File: config.mk
export PLATFORM = sky130hd
export DESIGN_NAME = lsu_flat
export DESIGN_NICKNAME = d
export VERILOG_FILES = /design/src/rtl/lsu_pkg.sv /design/src/rtl/lsu_if.sv /design/src/rtl/lsu_align.sv /design/src/rtl/lsu.sv /design/src/flat_wrapper.sv
export SDC_FILE = /design/constraint.sdc
export NUM_CORES = 1
export LEC_CHECK = 0
export BUFFER_PORTS_ARGS = -buffer_cell sky130_fd_sc_hd__buf_2
export CAP_MARGIN = 20
export CORE_UTILIZATION = 54
export CTS_BUF_LIST = sky130_fd_sc_hd__clkbuf_4
export DETAILED_ROUTE_END_ITERATION = 10
export GPL_ROUTABILITY_DRIVEN = 0
export HOLD_SLACK_MARGIN = 0.15
export PLACE_DENSITY = 0.89
export SYNTH_ARGS = -nofsm -noshare
export SYNTH_HDL_FRONTEND = slang
export SYNTH_SLANG_ARGS = --single-unit
File: constraint.sdc
create_clock -name clk -period 5.5 [get_ports clk]
set_clock_uncertainty 0.2 [all_clocks]
set_input_delay 0.55 -clock clk [delete_from_list [all_inputs] [get_ports clk]]
set_output_delay 0.55 -clock clk [all_outputs]
set_load 0.02 [all_outputs]
File: src/rtl/lsu_pkg.sv
`default_nettype none
// ============================================================================
// Module      : lsu_pkg
// Description : Shared constants and helpers for the RV32I load/store unit:
//               funct3 codes, FSM state type and request legality check.
// Revision    : 1.0 - initial release
// ============================================================================
package lsu_pkg;

  // Load funct3 codes
  localparam logic [2:0] LSU_LB  = 3'b000;
  localparam logic [2:0] LSU_LH  = 3'b001;
  localparam logic [2:0] LSU_LW  = 3'b010;
  localparam logic [2:0] LSU_LBU = 3'b100;
  localparam logic [2:0] LSU_LHU = 3'b101;

  // Store funct3 codes
  localparam logic [2:0] LSU_SB  = 3'b000;
  localparam logic [2:0] LSU_SH  = 3'b001;
  localparam logic [2:0] LSU_SW  = 3'b010;

  // Access FSM states
  typedef enum logic [1:0] {
    LSU_IDLE = 2'd0,
    LSU_BUSY = 2'd1,
    LSU_DONE = 2'd2
  } lsu_state_e;

  // True when funct3 names a real load (ld=1) or store (ld=0) encoding
  function automatic logic lsu_funct3_legal(input logic ld, input logic [2:0] f3);
    logic ok;
    ok = 1'b0;
    if (ld) begin
      case (f3)
        LSU_LB, LSU_LH, LSU_LW, LSU_LBU, LSU_LHU: ok = 1'b1;
        default:                                  ok = 1'b0;
      endcase
    end else begin
      case (f3)
        LSU_SB, LSU_SH, LSU_SW: ok = 1'b1;
        default:                ok = 1'b0;
      endcase
    end
    return ok;
  endfunction

endpackage
`default_nettype wire

File: src/rtl/lsu_if.sv
`default_nettype none
// ============================================================================
// Module      : lsu_if
// Description : Core-side request/response and data-memory bus bundle of the
//               load/store unit. 'master' is the LSU view (it masters the
//               memory bus); 'slave' is the environment (core + memory).
// Revision    : 1.0 - initial release
// ============================================================================
interface lsu_if;

  // Core request
  logic        valid;
  logic        is_load;
  logic        is_store;
  logic [2:0]  funct3;
  logic [31:0] addr;
  logic [31:0] store_data;

  // Core response
  logic        stall;
  logic        done;
  logic [31:0] load_data;
  logic        misaligned;

  // Data-memory bus
  logic        mem_req;
  logic        mem_we;
  logic [31:0] mem_addr;
  logic [3:0]  mem_wstrb;
  logic [31:0] mem_wdata;
  logic        mem_ready;
  logic [31:0] mem_rdata;

  modport master (
    input  valid, is_load, is_store, funct3, addr, store_data,
    input  mem_ready, mem_rdata,
    output stall, done, load_data, misaligned,
    output mem_req, mem_we, mem_addr, mem_wstrb, mem_wdata
  );

  modport slave (
    output valid, is_load, is_store, funct3, addr, store_data,
    output mem_ready, mem_rdata,
    input  stall, done, load_data, misaligned,
    input  mem_req, mem_we, mem_addr, mem_wstrb, mem_wdata
  );

endinterface
`default_nettype wire

File: src/rtl/lsu_align.sv
`default_nettype none
// ============================================================================
// Module      : lsu_align
// Description : Purely combinational lane logic: natural-alignment check,
//               store lane replication / byte strobes, and load lane
//               extraction with sign or zero extension.
// Revision    : 1.0 - initial release
// ============================================================================
module lsu_align
  import lsu_pkg::*;
(
  input  logic [2:0]  funct3_i,
  input  logic [1:0]  addr_lo_i,
  input  logic [31:0] store_data_i,
  output logic        aligned_o,
  output logic [3:0]  wstrb_o,
  output logic [31:0] wdata_o,
  input  logic [2:0]  ld_funct3_i,
  input  logic [1:0]  ld_off_i,
  input  logic [31:0] rdata_i,
  output logic [31:0] load_data_o
);

  logic [7:0]  w_byte;
  logic [15:0] w_half;

  // Natural alignment; store codes share the load encodings for width
  always_comb begin
    aligned_o = 1'b0;
    case (funct3_i)
      LSU_LB, LSU_LBU: aligned_o = 1'b1;
      LSU_LH, LSU_LHU: aligned_o = ~addr_lo_i[0];
      LSU_LW:          aligned_o = (addr_lo_i == 2'b00);
      default:         aligned_o = 1'b0;
    endcase
  end

  // Store data replicated to every lane; strobes select the addressed lane(s)
  always_comb begin
    wstrb_o = 4'b0000;
    wdata_o = 32'h0;
    case (funct3_i)
      LSU_SB: begin
        wdata_o = {4{store_data_i[7:0]}};
        wstrb_o = 4'b0001 << addr_lo_i;
      end
      LSU_SH: begin
        wdata_o = {2{store_data_i[15:0]}};
        wstrb_o = 4'b0011 << addr_lo_i;
      end
      LSU_SW: begin
        wdata_o = store_data_i;
        wstrb_o = 4'b1111;
      end
      default: begin
        wdata_o = 32'h0;
        wstrb_o = 4'b0000;
      end
    endcase
  end

  // Pick the byte and halfword lanes named by the latched offset
  always_comb begin
    w_byte = rdata_i[7:0];
    case (ld_off_i)
      2'd0:    w_byte = rdata_i[7:0];
      2'd1:    w_byte = rdata_i[15:8];
      2'd2:    w_byte = rdata_i[23:16];
      default: w_byte = rdata_i[31:24];
    endcase
    w_half = ld_off_i[1] ? rdata_i[31:16] : rdata_i[15:0];
  end

  // Extend the selected lane to 32 bits
  always_comb begin
    load_data_o = 32'h0;
    case (ld_funct3_i)
      LSU_LB:  load_data_o = {{24{w_byte[7]}}, w_byte};
      LSU_LH:  load_data_o = {{16{w_half[15]}}, w_half};
      LSU_LW:  load_data_o = rdata_i;
      LSU_LBU: load_data_o = {24'h0, w_byte};
      LSU_LHU: load_data_o = {16'h0, w_half};
      default: load_data_o = 32'h0;
    endcase
  end

endmodule
`default_nettype wire

File: src/rtl/lsu.sv
`default_nettype none
// ============================================================================
// Module      : lsu
// Description : RV32I load/store unit. Accepts one aligned memory op from the
//               execute stage, runs it on a req/ready data bus, stalls the
//               core until completion and returns extended load data.
//               Misaligned requests raise a one-cycle flag with no access.
// Revision    : 1.0 - initial release
// ============================================================================
module lsu
  import lsu_pkg::*;
(
  input  logic  clk,
  input  logic  rst_n,
  lsu_if.master bus
);

  lsu_state_e  state_q;
  logic        mem_req_q;
  logic        mem_we_q;
  logic [31:0] mem_addr_q;
  logic [3:0]  mem_wstrb_q;
  logic [31:0] mem_wdata_q;
  logic [31:0] load_data_q;
  logic        done_q;
  logic        misaligned_q;
  logic [2:0]  ld_funct3_q;
  logic [1:0]  ld_off_q;

  logic        w_req_ok;
  logic        w_aligned;
  logic        w_accept;
  logic        w_misalign;
  logic [3:0]  w_wstrb;
  logic [31:0] w_wdata;
  logic [31:0] w_load_data;

  lsu_align u_align (
    .funct3_i     (bus.funct3),
    .addr_lo_i    (bus.addr[1:0]),
    .store_data_i (bus.store_data),
    .aligned_o    (w_aligned),
    .wstrb_o      (w_wstrb),
    .wdata_o      (w_wdata),
    .ld_funct3_i  (ld_funct3_q),
    .ld_off_i     (ld_off_q),
    .rdata_i      (bus.mem_rdata),
    .load_data_o  (w_load_data)
  );

  // Well-formed request: exactly one of load/store with a legal funct3
  assign w_req_ok   = bus.valid & (bus.is_load ^ bus.is_store)
                    & lsu_funct3_legal(bus.is_load, bus.funct3);
  assign w_accept   = w_req_ok & w_aligned;
  assign w_misalign = w_req_ok & ~w_aligned;

  // Freeze the core from the accepting cycle through the end of BUSY
  assign bus.stall = rst_n & (((state_q == LSU_IDLE) & w_accept) | (state_q == LSU_BUSY));

  assign bus.done       = done_q;
  assign bus.load_data  = load_data_q;
  assign bus.misaligned = misaligned_q;
  assign bus.mem_req    = mem_req_q;
  assign bus.mem_we     = mem_we_q;
  assign bus.mem_addr   = mem_addr_q;
  assign bus.mem_wstrb  = mem_wstrb_q;
  assign bus.mem_wdata  = mem_wdata_q;

  // Access FSM with registered bus and response outputs
  always_ff @(posedge clk) begin
    if (!rst_n) begin
      state_q      <= LSU_IDLE;
      mem_req_q    <= 1'b0;
      mem_we_q     <= 1'b0;
      mem_addr_q   <= 32'h0;
      mem_wstrb_q  <= 4'b0000;
      mem_wdata_q  <= 32'h0;
      load_data_q  <= 32'h0;
      done_q       <= 1'b0;
      misaligned_q <= 1'b0;
      ld_funct3_q  <= 3'b000;
      ld_off_q     <= 2'b00;
    end else begin
      done_q       <= 1'b0;
      misaligned_q <= 1'b0;
      case (state_q)
        LSU_IDLE: begin
          if (w_accept) begin
            state_q     <= LSU_BUSY;
            mem_req_q   <= 1'b1;
            mem_we_q    <= bus.is_store;
            mem_addr_q  <= {bus.addr[31:2], 2'b00};
            mem_wstrb_q <= bus.is_store ? w_wstrb : 4'b0000;
            mem_wdata_q <= bus.is_store ? w_wdata : 32'h0;
            ld_funct3_q <= bus.funct3;
            ld_off_q    <= bus.addr[1:0];
          end else if (w_misalign) begin
            misaligned_q <= 1'b1;
          end
        end
        LSU_BUSY: begin
          if (bus.mem_ready) begin
            state_q   <= LSU_DONE;
            mem_req_q <= 1'b0;
            done_q    <= 1'b1;
            if (!mem_we_q) begin
              load_data_q <= w_load_data;
            end
          end
        end
        LSU_DONE: begin
          state_q <= LSU_IDLE;
        end
        default: begin
          state_q <= LSU_IDLE;
        end
      endcase
    end
  end

endmodule
`default_nettype wire

File: src/flat_wrapper.sv
// flat-port wrapper written by rule: the top's interface ports become plain ports
module lsu_flat import lsu_pkg::*;
  (clk, rst_n, bus_valid, bus_is_load, bus_is_store, bus_funct3, bus_addr, bus_store_data, bus_mem_ready, bus_mem_rdata, bus_stall, bus_done, bus_load_data, bus_misaligned, bus_mem_req, bus_mem_we, bus_mem_addr, bus_mem_wstrb, bus_mem_wdata);
  lsu_if bus_i ();
  input  logic clk;
  input  logic rst_n;
  input wire logic [$bits(bus_i.valid)-1:0] bus_valid;
  input wire logic [$bits(bus_i.is_load)-1:0] bus_is_load;
  input wire logic [$bits(bus_i.is_store)-1:0] bus_is_store;
  input wire logic [$bits(bus_i.funct3)-1:0] bus_funct3;
  input wire logic [$bits(bus_i.addr)-1:0] bus_addr;
  input wire logic [$bits(bus_i.store_data)-1:0] bus_store_data;
  input wire logic [$bits(bus_i.mem_ready)-1:0] bus_mem_ready;
  input wire logic [$bits(bus_i.mem_rdata)-1:0] bus_mem_rdata;
  output wire logic [$bits(bus_i.stall)-1:0] bus_stall;
  output wire logic [$bits(bus_i.done)-1:0] bus_done;
  output wire logic [$bits(bus_i.load_data)-1:0] bus_load_data;
  output wire logic [$bits(bus_i.misaligned)-1:0] bus_misaligned;
  output wire logic [$bits(bus_i.mem_req)-1:0] bus_mem_req;
  output wire logic [$bits(bus_i.mem_we)-1:0] bus_mem_we;
  output wire logic [$bits(bus_i.mem_addr)-1:0] bus_mem_addr;
  output wire logic [$bits(bus_i.mem_wstrb)-1:0] bus_mem_wstrb;
  output wire logic [$bits(bus_i.mem_wdata)-1:0] bus_mem_wdata;
  assign bus_i.valid = bus_valid;
  assign bus_i.is_load = bus_is_load;
  assign bus_i.is_store = bus_is_store;
  assign bus_i.funct3 = bus_funct3;
  assign bus_i.addr = bus_addr;
  assign bus_i.store_data = bus_store_data;
  assign bus_i.mem_ready = bus_mem_ready;
  assign bus_i.mem_rdata = bus_mem_rdata;
  assign bus_stall = bus_i.stall;
  assign bus_done = bus_i.done;
  assign bus_load_data = bus_i.load_data;
  assign bus_misaligned = bus_i.misaligned;
  assign bus_mem_req = bus_i.mem_req;
  assign bus_mem_we = bus_i.mem_we;
  assign bus_mem_addr = bus_i.mem_addr;
  assign bus_mem_wstrb = bus_i.mem_wstrb;
  assign bus_mem_wdata = bus_i.mem_wdata;
  lsu u_core (.clk(clk), .rst_n(rst_n), .bus(bus_i));
endmodule
# Word level (Yosys, flattened, before mapping)

Cells that the tools add are included.

Register bits after elaboration: 109
Input port bits: 105
Output and inout port bits: 105
Logic and storage cells: 74

Eq/ne operators: 13
Shifts and indexed selects: 2
Muxes and demuxes: 19
Bitwise operators: 13
Reductions and logical operators: 16

Operators by type and width:

| cell                                                               | number |
|---|---|
| 32-bit one-hot mux with 5 select lines                             | 1 |
| 32-bit one-hot mux with 3 select lines                             | 1 |
| 32-bit 2-to-1 mux                                                  | 1 |
| 8-bit one-hot mux with 3 select lines                              | 1 |
| 16-bit 2-to-1 mux                                                  | 1 |
| 3-bit == test (second input constant)                              | 4 |
| 4-bit one-hot mux with 3 select lines                              | 1 |
| 1-bit 2-to-1 mux                                                   | 7 |
| 1-bit bitwise AND                                                  | 6 |
| 3-bit by 1-bit == test with 1-bit output (second input constant)   | 2 |
| 3-bit by 2-bit == test with 1-bit output (second input constant)   | 2 |
| 2-bit logical NOT                                                  | 3 |
| 3-bit logical NOT                                                  | 2 |
| 2-bit AND reduction                                                | 3 |
| 3-bit AND reduction                                                | 2 |
| 3-bit OR reduction                                                 | 2 |
| 1-bit inverter                                                     | 5 |
| 5-bit OR reduction                                                 | 1 |
| 2-bit by 1-bit == test with 1-bit output (second input constant)   | 2 |
| 2-bit 2-to-1 mux                                                   | 2 |
| 4-bit 2-to-1 mux                                                   | 1 |
| 2-bit one-hot mux with 2 select lines                              | 1 |
| 2-bit OR reduction                                                 | 2 |
| 1-bit by 2-bit << shifter with 4-bit output (first input constant) | 1 |
| other kinds (9)                                                    | 9 |

# Logic depth before layout (Yosys ltp)

Gate-level depths: netlist (run 1).

Depth in word-level cells: 9
Mapped depth: 8
Mapped depth without buffers: 4

# Cells and area by module

Synthesis (run 1) repeated with hierarchy kept, for this count alone.

Cells, all modules: 728
Area, all modules: 6022.0 µm²

By module, submodules not included:

| module    | times used | cells an instance | area an instance (µm²) | seq. area each (µm²) |
|---|---|---|---|---|
| lsu       | 1          | 482               | 4351.7                 | 2182.1 |
| lsu_align | 1          | 246               | 1670.4                 | 0.0 |

# Least setup slack after synthesis (run 1)

OpenSTA, ideal clock, no wires.

Path type: input to output
Start point: input port bus_funct3[0]
End point: output port bus_stall
Arrival: 1809 ps
Required time: 4750 ps
Path slack: 2941 ps
Cell stages on the path: 8
Buffers on the path: 4
Path through: buf_2 > nor4_2 > o21a_1 > buf_6 > and2_4 > buf_6 > buf_6 > o21a_1

Longest elaborated chain between the ends: 9
Elaborated cells on any way between the ends: 18

Ends and longest elaborated chain:

| element                                                         | line                           | source |
|---|---|---|
| start: declaration                                              | flat_wrapper.sv:10             | `input wire logic [$bits(bus_i.funct3)-1:0] bus_funct3;` |
| 3-bit == test, or another cell as far along                     | lsu_pkg.sv:34, lsu_align.sv:30 |  |
| 5-bit OR reduction / 3-bit OR reduction (equally long branches) | lsu_pkg.sv:34, lsu_pkg.sv:39   |  |
| 1-bit 2-to-1 mux, on equally long branches                      | lsu_pkg.sv:34, lsu_pkg.sv:39   |  |
| 1-bit 2-to-1 mux                                                | lsu_pkg.sv:33                  | `if (ld) begin` |
| 1-bit bitwise AND                                               | lsu.sv:53                      | `& lsu_funct3_legal(bus.is_load, bus.funct3);` |
| 1-bit bitwise AND (*)                                           | lsu.sv:54                      | `assign w_accept = w_req_ok & w_aligned;` |
| 1-bit bitwise AND (*)                                           | lsu.sv:58                      | `assign bus.stall = rst_n & (((state_q == LSU_IDLE) & w_accept) \| (state_q == LSU_BUSY));` |
| 1-bit bitwise OR (*)                                            | lsu.sv:58                      |  |
| 1-bit bitwise AND (*)                                           | lsu.sv:58                      |  |
| end: declaration                                                | flat_wrapper.sv:15             | `output wire logic [$bits(bus_i.stall)-1:0] bus_stall;` |

Every way passes the cells marked *; elsewhere a longest branch is shown, timed or not.

# Final worst setup path (run 1)

Ends and elaborated chain as after synthesis.

==> results of run 1 <==
power by group through the flow:
stage	Clock (W)	Combinational, W	Sequential, W
floorplan	0	0.000107	0.000834
global placement	0	0.000179	0.000825
detailed placement	0	0.000186	0.000825
CTS	0.000400	0.000208	0.000809
global route	0.000432	0.000230	0.000811
finish	0.000389	0.000213	0.000809
path summary, 6_finish.rpt:
| kind | startpoint | to |
|---|---|---|
| setup reg to reg | u_core.ld_off_q[0]$_SDFFE_PN0P_ | u_core.bus.load_data[1]$_SDFFE_PN0P_ |
| hold / removal | bus_store_data[10] | u_core.bus.mem_wdata[10]$_SDFFE_PN0P_ |
| hold reg to reg | u_core.bus.mem_wdata[16]$_SDFFE_PN0P_ | u_core.bus.mem_wdata[16]$_SDFFE_PN0P_ |
| setup / recovery | bus_funct3[0] | bus_stall |
cell usage after synthesis (all sizes together), types with 12 or more instances:
cell type	count
nand2	83
buf	22
mux2i	44
o21a	20
a21oi	45
nor2	18
clkbuf	30
o21ai	37
nand3	14
a21o	17
a22o	43
dfxtp	109
nor2b	12
what timing repair did:
action,in CTS,in global routing
setup buffers,0,0
endpoints found under the hold margin,40,0
hold buffers,40,0
gates resized for setup,0,0
metrics by stage:
stage | total power, W | setup slack (ps) | utilization | area, um^2 | hold WS (ps)
global route | 0.00147 | 2080 | 0.713 | 6560 | 156
CTS | 0.00142 | 2230 | 0.713 | 6560 | 153
global placement | 0.00100 | 2320 | 0.653 | 6010 | 237
detailed placement | 0.00101 | 2230 | 0.654 | 6020 | 237
floorplan | 0.000941 | 2940 | - | 5080 | 285
finish | 0.00141 | 2230 | 0.713 | 6560 | 187
cell families after synthesis:
logic type | share of synthesized area
AND/OR/NAND/NOR | 0.156
buffers and inverters | 0.0576
other | 0.000738
multiplexers | 0.107
flip-flops | 0.430
AO/OA/AOI/OAI | 0.247
XOR/XNOR | 0.00172
metal layers:
metal	wire length (um)	GRT usage	vias up
li1	-	-	2438
met1	6130	0.364	2269
met2	6860	0.471	250
met3	964	0.0574	46
met4	478	0.138	0
met5	0	0	-
layout make-up:
type / instances / area (um^2) / share of cell area
timing repair buffer: 252 / 1470 / 0.225
multi-input combinational: 399 / 2620 / 0.399
tap: 111 / 139 / 0.0212
inverter: 2 / 7.51 / 0.00115
clock buffer: 9 / 67.6 / 0.0103
clock inverter: 7 / 70.1 / 0.0107
sequential: 109 / 2180 / 0.333
worst max-delay path, delay by kind of cell:
family                 cells  cell delay, ps
AO/OA/AOI/OAI              2             420
buffers and inverters      2             400
AND/OR/NAND/NOR            2            1140
registers in the layout (all words and copies together), names as in the netlist:
name and count:
u_core.bus.misaligned 1, u_core.bus.mem_we 1, u_core.bus.load_data 32, u_core.bus.mem_wstrb 4, u_core.bus.mem_addr 30, u_core.bus.mem_req 1, u_core.bus.done 1, u_core.ld_funct3_q 3
u_core.ld_off_q 2, u_core.bus.mem_wdata 32, u_core.state_q 2
cell usage in the layout (no fill, tap or decap), types with 2 or more instances in the layout:
master	instances
nand2b_1	4
a221o_1	8
nor2_1	18
conb_1	2
clkbuf_4	9
inv_1	2
clkinv_4	3
nor3_1	4
a21oi_2	2
a21oi_1	43
mux2i_1	44
nand2_1	83
a22o_1	43
a22oi_1	8
dlygate4sd3_1	40
inv_8	2
a21o_1	17
nor4_1	2
nand4b_1	8
nor2b_1	11
nor3b_1	2
o21ai_0	29
nand3_1	14
o21ai_1	8
buf_4	5
and3_1	3
o21a_1	20
buf_2	207
mux2_2	9
dfxtp_1	109
o21bai_1	2
==> qor.csv, run 1 <==
metric;value;unit
start_kind;primary input;
min_period;3270;ps
num_vias;5003;
nets;878;
cp_slowest_cell;and2_4;
synth_area_leader_cell;dfxtp_1;
drv_slew;0;
drc_errors;0;
path_clk_slew;190;ps
clock_latency;450;ps
crit_top_cell;buf_2;
finalHoldViolations;0;
required;4750;ps
fin_tns_setup;0;ps
cts_made_buffers;9;
start_util;0.552;
num-fill-cells;688;
core;0.00920;mm^2
crit_arrival;2520;ps
r2r_slack;3040;ps
port_buffers;207;
grt_pass1_vias;4579;
netlist.area_leader.share;0.430;
ant_nets;0;
synth-main-ff-cell;dfxtp_1;
seq_power_share;0.573;
htreeDepth;3;
worstSetupPathType;in -> out;
p_switching;0.000409;W
ys_warn_count;0;
die_area;0.00980;mm^2
worstHoldPathType;in -> reg;
die_y;99.0;um
timing.final.crit_share;0.595;
swShare;0.290;
cp_cell_sequence;buf_2, o21ai_0, and4_1, and2_4, o21a_1, buf_2;
power_frac_comb;0.151;
hold_path_depth;3;
dp_cells;833;
syn_area_per_cell;9.06;um^2
path_max_fanout;44;
drive_gt1_frac;0.315;
vdd_ir_drop_max;0.000113;V
vias_per_cell;5.63;
ys_top_cells_by_area;dfxtp_1 (43%), mux2i_1 (8.7%), a22o_1 (7.4%), nand2_1 (6.1%), a21oi_1 (4.3%);
ys_async_sr_fraction;0;
status;complete, no violations;
gr-total-overflow;0;
worst_pin_slew;1080;ps
grt_pass1_wl;22.4;mm
drt-pass1-iter-count;5;
cts_tree;yes;
ioPinCount;210;
routed_wl;14.4;mm
syn_area;0.00508;mm^2
fmax;0.306;GHz
syn_to_final_growth;29.0;%
num_antenna_cells;0;
antenna_found_initial;0;
rsz0062_at_grt;false;
cts_buffer_depth;2;
synth_edf_count;0;
grt_usage;0.288;
seq_area_frac_synth;0.430;
maxCapViolations;0;
end_kind;output port;
max_stage_delay;680;ps
fin_cells;889;
p_leak;3.09;nW
ys_ff_latch;109;
hpwl;9.64;mm
p_int;0.00100;W
wl_per_cell;16.2;um
std_cell_rows;35;
pwr-share-clk;0.276;
die-width;99.0;um
syn_inst;561;
drt_iter0_markers;322;
grt_max_degree;61;
power_density;215;mW/mm^2
yosysUniqueCellTypes;46;
setup_violations;0;
worst_slew_margin_rel;0.283;
worstRegToRegCells;4;
cts_sinks;109;
cts-root-buf;clkbuf_4;
Power figures use the tool's default switching activity.
==> inputs of run 2 (changes only) <==
- CORE_UTILIZATION: 54 -> 50
- PLACE_DENSITY: 0.89 -> 0.84
- clock period: 5.5 -> 3.16 ns (I/O delays scaled with it)
==> run 2 against run 1 <==
- first-iteration DRC count is 38% higher
- setup slack worse by 2100 ps
- register-to-register slack worse by 2700 ps
- combinational power is 120% higher
==> qor.csv, run 2 (synthesized netlist as in run 1, its figures left out) <==
metric;value;unit;change
layout_commonest_cell;buf_2;;
core;0.00982;mm^2;+6.8%
worst_pin_slew;1090;ps;+10.4 ps
clock_latency;460;ps;about the same
dp_cells;862;;+3.5%
worstSetupPathType;in -> out;;
worstRegToRegCells;5;;+1
dpl_cell_area;0.00609;mm^2;+1.3%
maxCapViolations;0;;unchanged
end_kind;output port;;
power_density;344;mW/mm^2;+60%
hpwl;10.1;mm;+5.3%
gr-total-overflow;0;;unchanged
drc_errors;0;;unchanged
start_kind;primary input;;
vdd_ir_drop_max;0.000208;V;+85%
drt_iter0_markers;443;;+38%
path_max_fanout;23;;-48%
ant_nets;0;;unchanged
cts_buffer_depth;2;;unchanged
cts_made_buffers;9;;unchanged
std_cell_rows;36;;+2.9%
drv_slew;0;;unchanged
vias_per_cell;5.60;;-0.52%
required;2640;ps;-2110 ps
cts_tree;yes;;
num-fill-cells;674;;-2.0%
grt_pass1_wl;26.1;mm;+16%
status;complete, no violations;;
wl_per_cell;17.9;um;+10%
post_cts_buffers;0;;unchanged
fin_tns_setup;0;ps;unchanged
r2r_slack;330;ps;-2710 ps
fin_cells;993;;+12%
hold_path_end;u_core.bus.mem_wdata[20]$_SDFFE_PN0P_;;
min_from;bus_is_store;;
cts_resized;0;;unchanged
r2r-start;u_core.ld_funct3_q[0]$_SDFFE_PN0P_;;
cts-root-buf;clkbuf_4;;
cp-startpoint;bus_funct3[1];;
antenna_found_initial;1;;+1
cts_sinks;109;;unchanged
min_period;3000;ps;
timing.final.crit_share;0.949;;
die-width;103;um;+3.8%
grt_usage;0.324;;+0.0358
die_area;0.0106;mm^2;+7.8%
nets;959;;+9.2%
rsz0062_at_grt;false;;
mostFrequentLayoutCells;buf_2 (207), dlygate4sd3_1 (113), dfxtp_1 (109), nand2_1 (83), mux2i_1 (44);;
routed_wl;17.7;mm;+23%
die_y;103;um;+3.8%
worstReg2RegEnd;u_core.bus.load_data[12]$_SDFFE_PN0P_;;
syn_to_final_growth;45.0;%;
grt_pass1_vias;5319;;+16%
num_vias;5559;;+11%
drt-pass1-iter-count;7;;+2
worst_slew_margin_rel;0.276;;-0.00693
path_clk_slew;180;ps;about the same
finalHoldViolations;0;;unchanged
drive_gt1_frac;0.293;;-0.0215
port_buffers;207;;unchanged
grt_max_degree;69;;+13%
htreeDepth;3;;unchanged
p_leak;3.46;nW;+12%
worst_slack;162;ps;-2070 ps
fmax;0.334;GHz;
dp_slack;509;ps;-1730 ps
hold_path_depth;4;;+1
ioPinCount;210;;unchanged
setup_violations;0;;unchanged
worstHoldPathType;in -> reg;;
crit_arrival;2480;ps;-40 ps
start_util;0.517;;-0.0351
finalInstanceArea;0.00736;mm^2;+12%
[run 2: cell count changes in the layout (fill, tap and decap cells not counted)]
cell,change
dlygate4sd3_1,+73
inv_6,+2
and2_2,+1
nor2b_2,-1
inv_8,-1
clkinvlp_4,+1
clkinv_2,-1
diode_2,+1
nor2b_1,+1
clkinv_4,-1
buf_4,+7
clkinv_8,-1
clkbuf_4,+1
[run 2: worst max path at each step]
stage                                           end  depth (start not counted)  slack, ps
3_5_place_dp   u_core.bus.mem_wdata[0]$_SDFFE_PN0P_                          5        510
5_1_grt                                   bus_stall                          7         30
2_1_floorplan                             bus_stall                          8       1070
6_report                                  bus_stall                          7        160
4_1_cts                                   bus_stall                          7        110
3_3_place_gp   u_core.bus.mem_wdata[1]$_SDFFE_PN0P_                          5        660
[run 2: routing by layer]
layer	routed length, um	vias up	track usage	part of all wire
met5	0	-	0	0
met4	727	0	0.167	0.041
met3	1570	74	0.0881	0.088
met2	8810	346	0.549	0.50
met1	6630	2541	0.374	0.37
li1	-	2598	-	-
[run 2: power by group]
group,internal [W],total (W),switching [W]
Clock,0.000185,0.000665,0.000479
Combinational,0.000225,0.000458,0.000233
Sequential,0.00139,0.00141,0.0000141
[run 2: critical path: stages]
cell and delay [ps]:
dlygate4sd3_1 550, buf_2 270, o21ai_0 120, and4_1 490, and2_4 390, o21a_1 170
buf_2 170
[run 2: repair_timing]
action / in CTS / in global routing
hold buffers: 112 / 1
endpoints found under the setup margin: 0 / 1
endpoints found under the hold margin: 106 / 1
[run 2: area by class of cell]
class	instances	area (um^2)	area share
multi-input cells	400	2620	0.356
repair buffers	332	2260	0.306
flip-flops and latches	109	2180	0.296
well taps	133	166	0.0226
clock buffers	10	75.1	0.0102
clock inverters	6	53.8	0.00731
inverters	2	7.51	0.00102
diodes	1	2.50	0.000340
[run 2: metrics by stage]
stage / hold slack, ps / util / power, W
floorplan: 249 / - / 0.00164
global placement: 238 / 0.621 / 0.00175
detailed placement: 239 / 0.621 / 0.00177
CTS: 150 / 0.748 / 0.00251
global route: 233 / 0.750 / 0.00263
finish: 223 / 0.750 / 0.00253
